[config.mk]
export PLATFORM = sky130hd
export DESIGN_NAME = multihex_display_driver
export DESIGN_NICKNAME = d
export VERILOG_FILES = /design/src/rtl/multihex_pkg.sv /design/src/rtl/hex_to_7seg.sv /design/src/rtl/multihex_display_driver.sv
export SDC_FILE = /design/constraint.sdc
export NUM_CORES = 1
export LEC_CHECK = 0
export BUFFER_PORTS_ARGS = -buffer_cell sky130_fd_sc_hd__buf_2
export CORE_ASPECT_RATIO = 0.6
export CORE_MARGIN = 2
export CORE_UTILIZATION = 55
export CTS_BUF_LIST = sky130_fd_sc_hd__clkbuf_4 sky130_fd_sc_hd__clkbuf_8 sky130_fd_sc_hd__clkbuf_16
export DETAILED_ROUTE_END_ITERATION = 10
export PLACE_DENSITY = 0.75
export SYNTH_ARGS = -nofsm -noshare
export SYNTH_HDL_FRONTEND = slang
export SYNTH_SLANG_ARGS = --single-unit
[constraint.sdc]
create_clock -name clk_i -period 5.1 [get_ports clk_i]
set_clock_uncertainty 0.1 [all_clocks]
set_input_delay 0.51 -clock clk_i [delete_from_list [all_inputs] [get_ports clk_i]]
set_output_delay 0.51 -clock clk_i [all_outputs]
set_load 0.01 [all_outputs]
[src/rtl/multihex_pkg.sv]
// Shared definitions for the multiplexed hex display driver: segment layout,
// scan FSM states and a width helper for the counters.
package multihex_pkg;

   localparam int unsigned SEG_W   = 7;
   localparam int unsigned SEG_DP  = 7;
   localparam logic [7:0]  SEG_OFF = 8'hFF;

   typedef enum logic [1:0] {
      StBlank,
      StLoad,
      StShow
   } state_e;

   // Ceiling log2, never less than 1 bit.
   function automatic int unsigned clog2(input int unsigned n);
      int unsigned w;
      w = 1;
      for (int i = 1; i < 32; i++) begin
         if ((32'd1 << w) < n) w = w + 1;
      end
      return w;
   endfunction

endpackage

[src/rtl/hex_to_7seg.sv]
// Combinational hex nibble to active-high 7-segment decode, bit order {g,f,e,d,c,b,a}.
// b and d are rendered lower case so they differ from 8 and 0.
module hex_to_7seg
   import multihex_pkg::*;
(
   input  logic [3:0]       hex_i,
   output logic [SEG_W-1:0] seg_o
);

   always_comb begin
      seg_o = '0;
      unique case (hex_i)
         4'h0: seg_o = 7'h3F;
         4'h1: seg_o = 7'h06;
         4'h2: seg_o = 7'h5B;
         4'h3: seg_o = 7'h4F;
         4'h4: seg_o = 7'h66;
         4'h5: seg_o = 7'h6D;
         4'h6: seg_o = 7'h7D;
         4'h7: seg_o = 7'h07;
         4'h8: seg_o = 7'h7F;
         4'h9: seg_o = 7'h6F;
         4'hA: seg_o = 7'h77;
         4'hB: seg_o = 7'h7C;
         4'hC: seg_o = 7'h39;
         4'hD: seg_o = 7'h5E;
         4'hE: seg_o = 7'h79;
         4'hF: seg_o = 7'h71;
      endcase
   end

endmodule

[src/rtl/multihex_display_driver.sv]
// N-digit multiplexed 7-segment scanner with blanking gaps, leading-zero suppression,
// per-digit enables, PWM brightness and a per-frame input snapshot.
module multihex_display_driver
   import multihex_pkg::*;
#(
   parameter int unsigned NUM_DIGITS   = 4,
   parameter int unsigned HOLD_W       = 8,
   parameter int unsigned BLANK_CYCLES = 4
) (
   input  logic                    clk_i,
   input  logic                    rst_ni,
   input  logic [4*NUM_DIGITS-1:0] dataword_i,
   input  logic [NUM_DIGITS-1:0]   dp_i,
   input  logic [NUM_DIGITS-1:0]   digit_en_i,
   input  logic                    lz_blank_i,
   input  logic [HOLD_W-1:0]       brightness_i,
   output logic [NUM_DIGITS-1:0]   sel_o,
   output logic [7:0]              seg_o,
   output logic                    frame_done_o
);

   localparam int unsigned DigW   = clog2(NUM_DIGITS);
   localparam int unsigned BlankW = clog2(BLANK_CYCLES + 1);

   localparam logic [HOLD_W-1:0] HoldMax   = '1;
   localparam logic [DigW-1:0]   LastDigit = DigW'(NUM_DIGITS - 1);
   localparam logic [BlankW-1:0] BlankLast = BlankW'(BLANK_CYCLES - 1);

   state_e                  state_q;
   logic [BlankW-1:0]       blank_cnt_q;
   logic [HOLD_W-1:0]       hold_cnt_q;
   logic [DigW-1:0]         digit_q;
   logic [4*NUM_DIGITS-1:0] word_q;
   logic [NUM_DIGITS-1:0]   dp_q;
   logic [NUM_DIGITS-1:0]   en_q;
   logic                    lz_q;
   logic [NUM_DIGITS-1:0]   sel_q;
   logic [7:0]              seg_q;
   logic                    frame_done_q;

   logic [4*NUM_DIGITS-1:0] word_d;
   logic [NUM_DIGITS-1:0]   dp_d;
   logic [NUM_DIGITS-1:0]   en_d;
   logic                    lz_d;
   logic                    first_digit;
   logic [3:0]              nibble;
   logic [SEG_W-1:0]        seg_raw;
   logic [NUM_DIGITS-1:0]   visible;
   logic [NUM_DIGITS-1:0]   sel_on;
   logic [HOLD_W-1:0]       hold_nxt;
   logic [NUM_DIGITS-1:0]   sel_first;
   logic [NUM_DIGITS-1:0]   sel_next;

   // The snapshot is refreshed only when digit 0 is about to load, so a whole
   // frame is drawn from one coherent copy of the inputs.
   assign first_digit = (digit_q == '0);
   assign word_d      = first_digit ? dataword_i : word_q;
   assign dp_d        = first_digit ? dp_i       : dp_q;
   assign en_d        = first_digit ? digit_en_i : en_q;
   assign lz_d        = first_digit ? lz_blank_i : lz_q;
   assign nibble      = word_d[4*int'(digit_q) +: 4];

   hex_to_7seg u_hex_to_7seg (
      .hex_i (nibble),
      .seg_o (seg_raw)
   );

   // A digit is lz-blanked when it and every more significant nibble are zero.
   always_comb begin
      visible = '0;
      for (int k = 0; k < NUM_DIGITS; k++) begin
         visible[k] = en_q[k] && !(lz_q && (k != 0) && ((word_q >> (4 * k)) == '0));
      end
   end

   assign sel_on    = ~(NUM_DIGITS'(1) << digit_q);
   assign hold_nxt  = hold_cnt_q + 1'b1;
   assign sel_first = ((brightness_i != '0) && visible[digit_q]) ? sel_on : '1;
   assign sel_next  = ((hold_nxt < brightness_i) && visible[digit_q]) ? sel_on : '1;

   always_ff @(posedge clk_i or negedge rst_ni) begin
      if (!rst_ni) begin
         state_q      <= StBlank;
         blank_cnt_q  <= '0;
         hold_cnt_q   <= '0;
         digit_q      <= '0;
         word_q       <= '0;
         dp_q         <= '0;
         en_q         <= '0;
         lz_q         <= 1'b0;
         sel_q        <= '1;
         seg_q        <= SEG_OFF;
         frame_done_q <= 1'b0;
      end else begin
         frame_done_q <= 1'b0;
         unique case (state_q)
            StBlank: begin
               sel_q <= '1;
               if (blank_cnt_q == BlankLast) begin
                  blank_cnt_q <= '0;
                  state_q     <= StLoad;
                  word_q      <= word_d;
                  dp_q        <= dp_d;
                  en_q        <= en_d;
                  lz_q        <= lz_d;
                  // seg moves while every select is still off
                  seg_q       <= ~{dp_d[digit_q], seg_raw};
               end else begin
                  blank_cnt_q <= blank_cnt_q + 1'b1;
               end
            end
            StLoad: begin
               state_q    <= StShow;
               hold_cnt_q <= '0;
               sel_q      <= sel_first;
            end
            StShow: begin
               if (hold_cnt_q == HoldMax) begin
                  state_q <= StBlank;
                  sel_q   <= '1;
                  digit_q <= (digit_q == LastDigit) ? '0 : digit_q + 1'b1;
               end else begin
                  hold_cnt_q <= hold_nxt;
                  sel_q      <= sel_next;
                  if ((hold_nxt == HoldMax) && (digit_q == LastDigit)) frame_done_q <= 1'b1;
               end
            end
            default: state_q <= StBlank;
         endcase
      end
   end

   assign sel_o        = sel_q;
   assign seg_o        = seg_q;
   assign frame_done_o = frame_done_q;

endmodule

==> impl_metrics.csv <==
group,metric,value,unit
synth,async_reset_ff_share,100,%
layout,drive_gt1_share,35.0,%
global_routing,track_usage,21.5,%
sta,finalCritPeriodShare,69.9,%
drt,drt_iter0_drc,190,
drt,via_count,2276,
global_routing,globalRouteMet1Util,34.7,%
clocking,cts_made_buffers,5,
clocking,ctsResizeCount,0,
layout,final_util,64.5,%
synth,ys_ff_latch,53,
global_routing,grtUsageMet3,4.59,%
clocking,cts.clk_slew.worst_paths,100,ps
run_status,status,"finished, final reports clean",
layout,n_antenna_cell,0,
synth,synth_largest_area_cell,"dfrtp_1",
drt,post_drt_wl_per_cell,15.3,µm
layout,final_nets,386,
setup_path,rrSetupSlack,1530,ps
global_routing,grt-busiest-layer,"met1",
pwr,powerDensity,244,nW/µm²
global_routing,grt_pass1_vias,2226,
sta,finalHoldViolCount,0,
setup_path,cp-start-kind,"flip-flop",
synth,synth_common_cells,"41 x dfrtp_1, 29 x mux2_2, 26 x nand2_1, 23 x ha_1, 23 x inv_1",
synth,synth_fp_nets,339,
drt,drc_errors,0,
setup_path,critical_path.reg2reg.startpoint,"digit_q[1]",
drt,drt_wl_total,6.27,mm
pwr,leakage,1.68,nW
sta,tightest_slew,1180,ps
die,fp-row-count,21,
setup_path,r2r-end,"seg_o[0]",
sta,grt_setup_unrepaired,"false",
drt,drtPass1Iterations,4,
synth,ys_top_cells_by_area,"dfrtp_1 33%, mux2_2 10%, dfstp_2 10%",
setup_path,critPathKind,"reg -> reg",
die,die_w,102,µm
hold_path,hold_class,"in -> async",
setup_path,r2r_cells,8,
sta,finalSetupViolations,0,
pwr,vdd_ir_drop_max,0.147,mV
placement,port-buffer-count,47,
clocking,insertion_delay,300,ps
global_routing,gr-usage-met2,29.6,%
global_routing,grt_first_pass_wirelength,10.7,mm
setup_path,crit_arrival,3720,ps
sta,relSlewSlack,21.4,%
clocking,cts_buffer_depth,2,
placement,hpwl,4.71,mm
layout,instances_no_fill,409,
synth,synth-edff-count,0,
die,design.die.area,6360,µm²
clocking,cts.sinks,53,
synth,yosysTopAreaCellShare,32.6,%
synth,syn_area,3150,µm²
synth,syn_area_per_cell,11.2,µm²
synth,synth_cells,281,
die,core,5540,µm²
placement,gp_congestion,0.808,
die,die_y,62.6,µm
setup_path,path_max_fanout,15,
synth,yosysMostFrequentCell,"dfrtp_1",
synth,synthFlopType,"dfrtp_1",
die,start_util,56.8,%
sta,finalSetupTns,0,ps
clocking,postCtsSetupBuffers,0,
drt,ant_nets,0,
clocking,cts.hold.buffers_added,0,
layout,area_growth,13.6,%
synth,yosysWarnings,0,
die,pin_count,48,
synth,synthDistinctLibCells,48,
clocking,htreeDepth,2,
run,cap_violations,0,
sta,max_freq,0.280,GHz
global_routing,grt_max_degree,54,
sta,layout_min_cycle_time,3570,ps
global_routing,antenna_found_initial,0,
clocking,cts_tree,"done",
clocking,clockRootBuffer,"clkbuf_8",
drt,via_per_inst,5.56,
setup_path,endpoint_kind,"flip-flop",
synth,ys_seq_area_share,42.6,%
placement,dp.cells,401,
sta,slew_viol_final,0,
global_routing,grt_overflow,0,
setup_path,cp.required,5260,ps
-- area by class of cell --
class	instances	area, µm²
Inverter	24	90.1
Clock buffer	5	68.8
Fill cell	437	1970
Tap cell	80	100
Timing Repair Buffer	48	243
Multi-Input combinational cell	196	1670
Sequential cell	53	1340
Clock inverter	3	65.1
-- power by group --
part | switching, mW | internal (mW) | total (mW)
Clock | 0.141 | 0.195 | 0.336
Combinational | 0.0437 | 0.0424 | 0.0861
Sequential | 0.00955 | 0.440 | 0.450
Total | 0.194 | 0.678 | 0.872
-- worst max-delay path by stage --
stage | slack (ps) | startpoint | end
after global placement | 1650 | digit_q[1] | seg_o[0]
after CTS | 1510 | digit_q[1] | seg_o[0]
after detailed placement | 1530 | digit_q[1] | seg_o[0]
final | 1530 | digit_q[1] | seg_o[0]
after floorplan | 2240 | digit_q[0] | seg_o[0]
after global routing | 1240 | digit_q[1] | seg_o[0]
-- through the flow --
stage | power [mW] | setup WS, ps | area [µm²] | hold slack [ps]
6_report | 0.872 | 1530 | 3570 | 213
4_1_cts | 0.879 | 1510 | 3570 | 242
5_1_grt | 0.907 | 1240 | 3570 | 284
3_5_place_dp | 0.544 | 1530 | 3440 | 347
3_3_place_gp | 0.541 | 1650 | 3440 | 351
2_1_floorplan | 0.504 | 2240 | 3150 | 114
-- placed cells by master (no fill, tap or decap), drive strengths merged, types with 3 or more instances in the layout --
cell type | Yosys | layout
or4 | 3 | 3
nand2 | 26 | 26
nor2 | 12 | 12
a21o | 3 | 3
buf | 5 | 48
a32oi | 4 | 4
clkbuf | 3 | 5
mux2i | 7 | 7
o21a | 4 | 4
dfrtp | 41 | 41
mux2 | 29 | 29
nand3 | 8 | 8
xnor2 | 4 | 4
dfstp | 12 | 12
a21oi | 12 | 12
o21ai | 16 | 16
nor4 | 4 | 4
ha | 23 | 23
nor3 | 5 | 5
mux4 | 10 | 10
inv | 24 | 24
-- registers in the layout, indices dropped and copies added (netlist names) --
name	count
blank_cnt_q	3
digit_q	2
dp_q	4
en_q	4
frame_done_o	1
hold_cnt_q	8
lz_q	1
seg_o	8
sel_o	4
state_q	2
word_q	16
-- layer usage --
layer | vias up | routed length (µm) | share of wire (%)
met1 | 1090 | 3240 | 52
met2 | 70 | 2540 | 41
met3 | 7 | 424 | 6.8
met4 | 0 | 61 | 0.97
li1 | 1109 | - | -
met5 | - | 0 | 0
-- cell families after synthesis --
| logic type | after synthesis | synth area share, % |
|---|---|---|
| fa+ha+maj | 23 | 9.14 |
| buf+inv | 32 | 4.45 |
| mux | 46 | 20.3 |
| compound gates | 54 | 12.0 |
| xor+xnor | 6 | 1.67 |
| flops | 53 | 42.6 |
| simple gates | 67 | 9.90 |
-- critical path: stages (launching register included) --
cell	delay (ps)
dfrtp_1	610
inv_1	210
ha_1	580
mux4_2	570
mux2i_1	720
or2_2	260
a21oi_2	60
a2111oi_2	280
a21o_1	120
No activity file was read; power rests on OpenSTA's default activity.
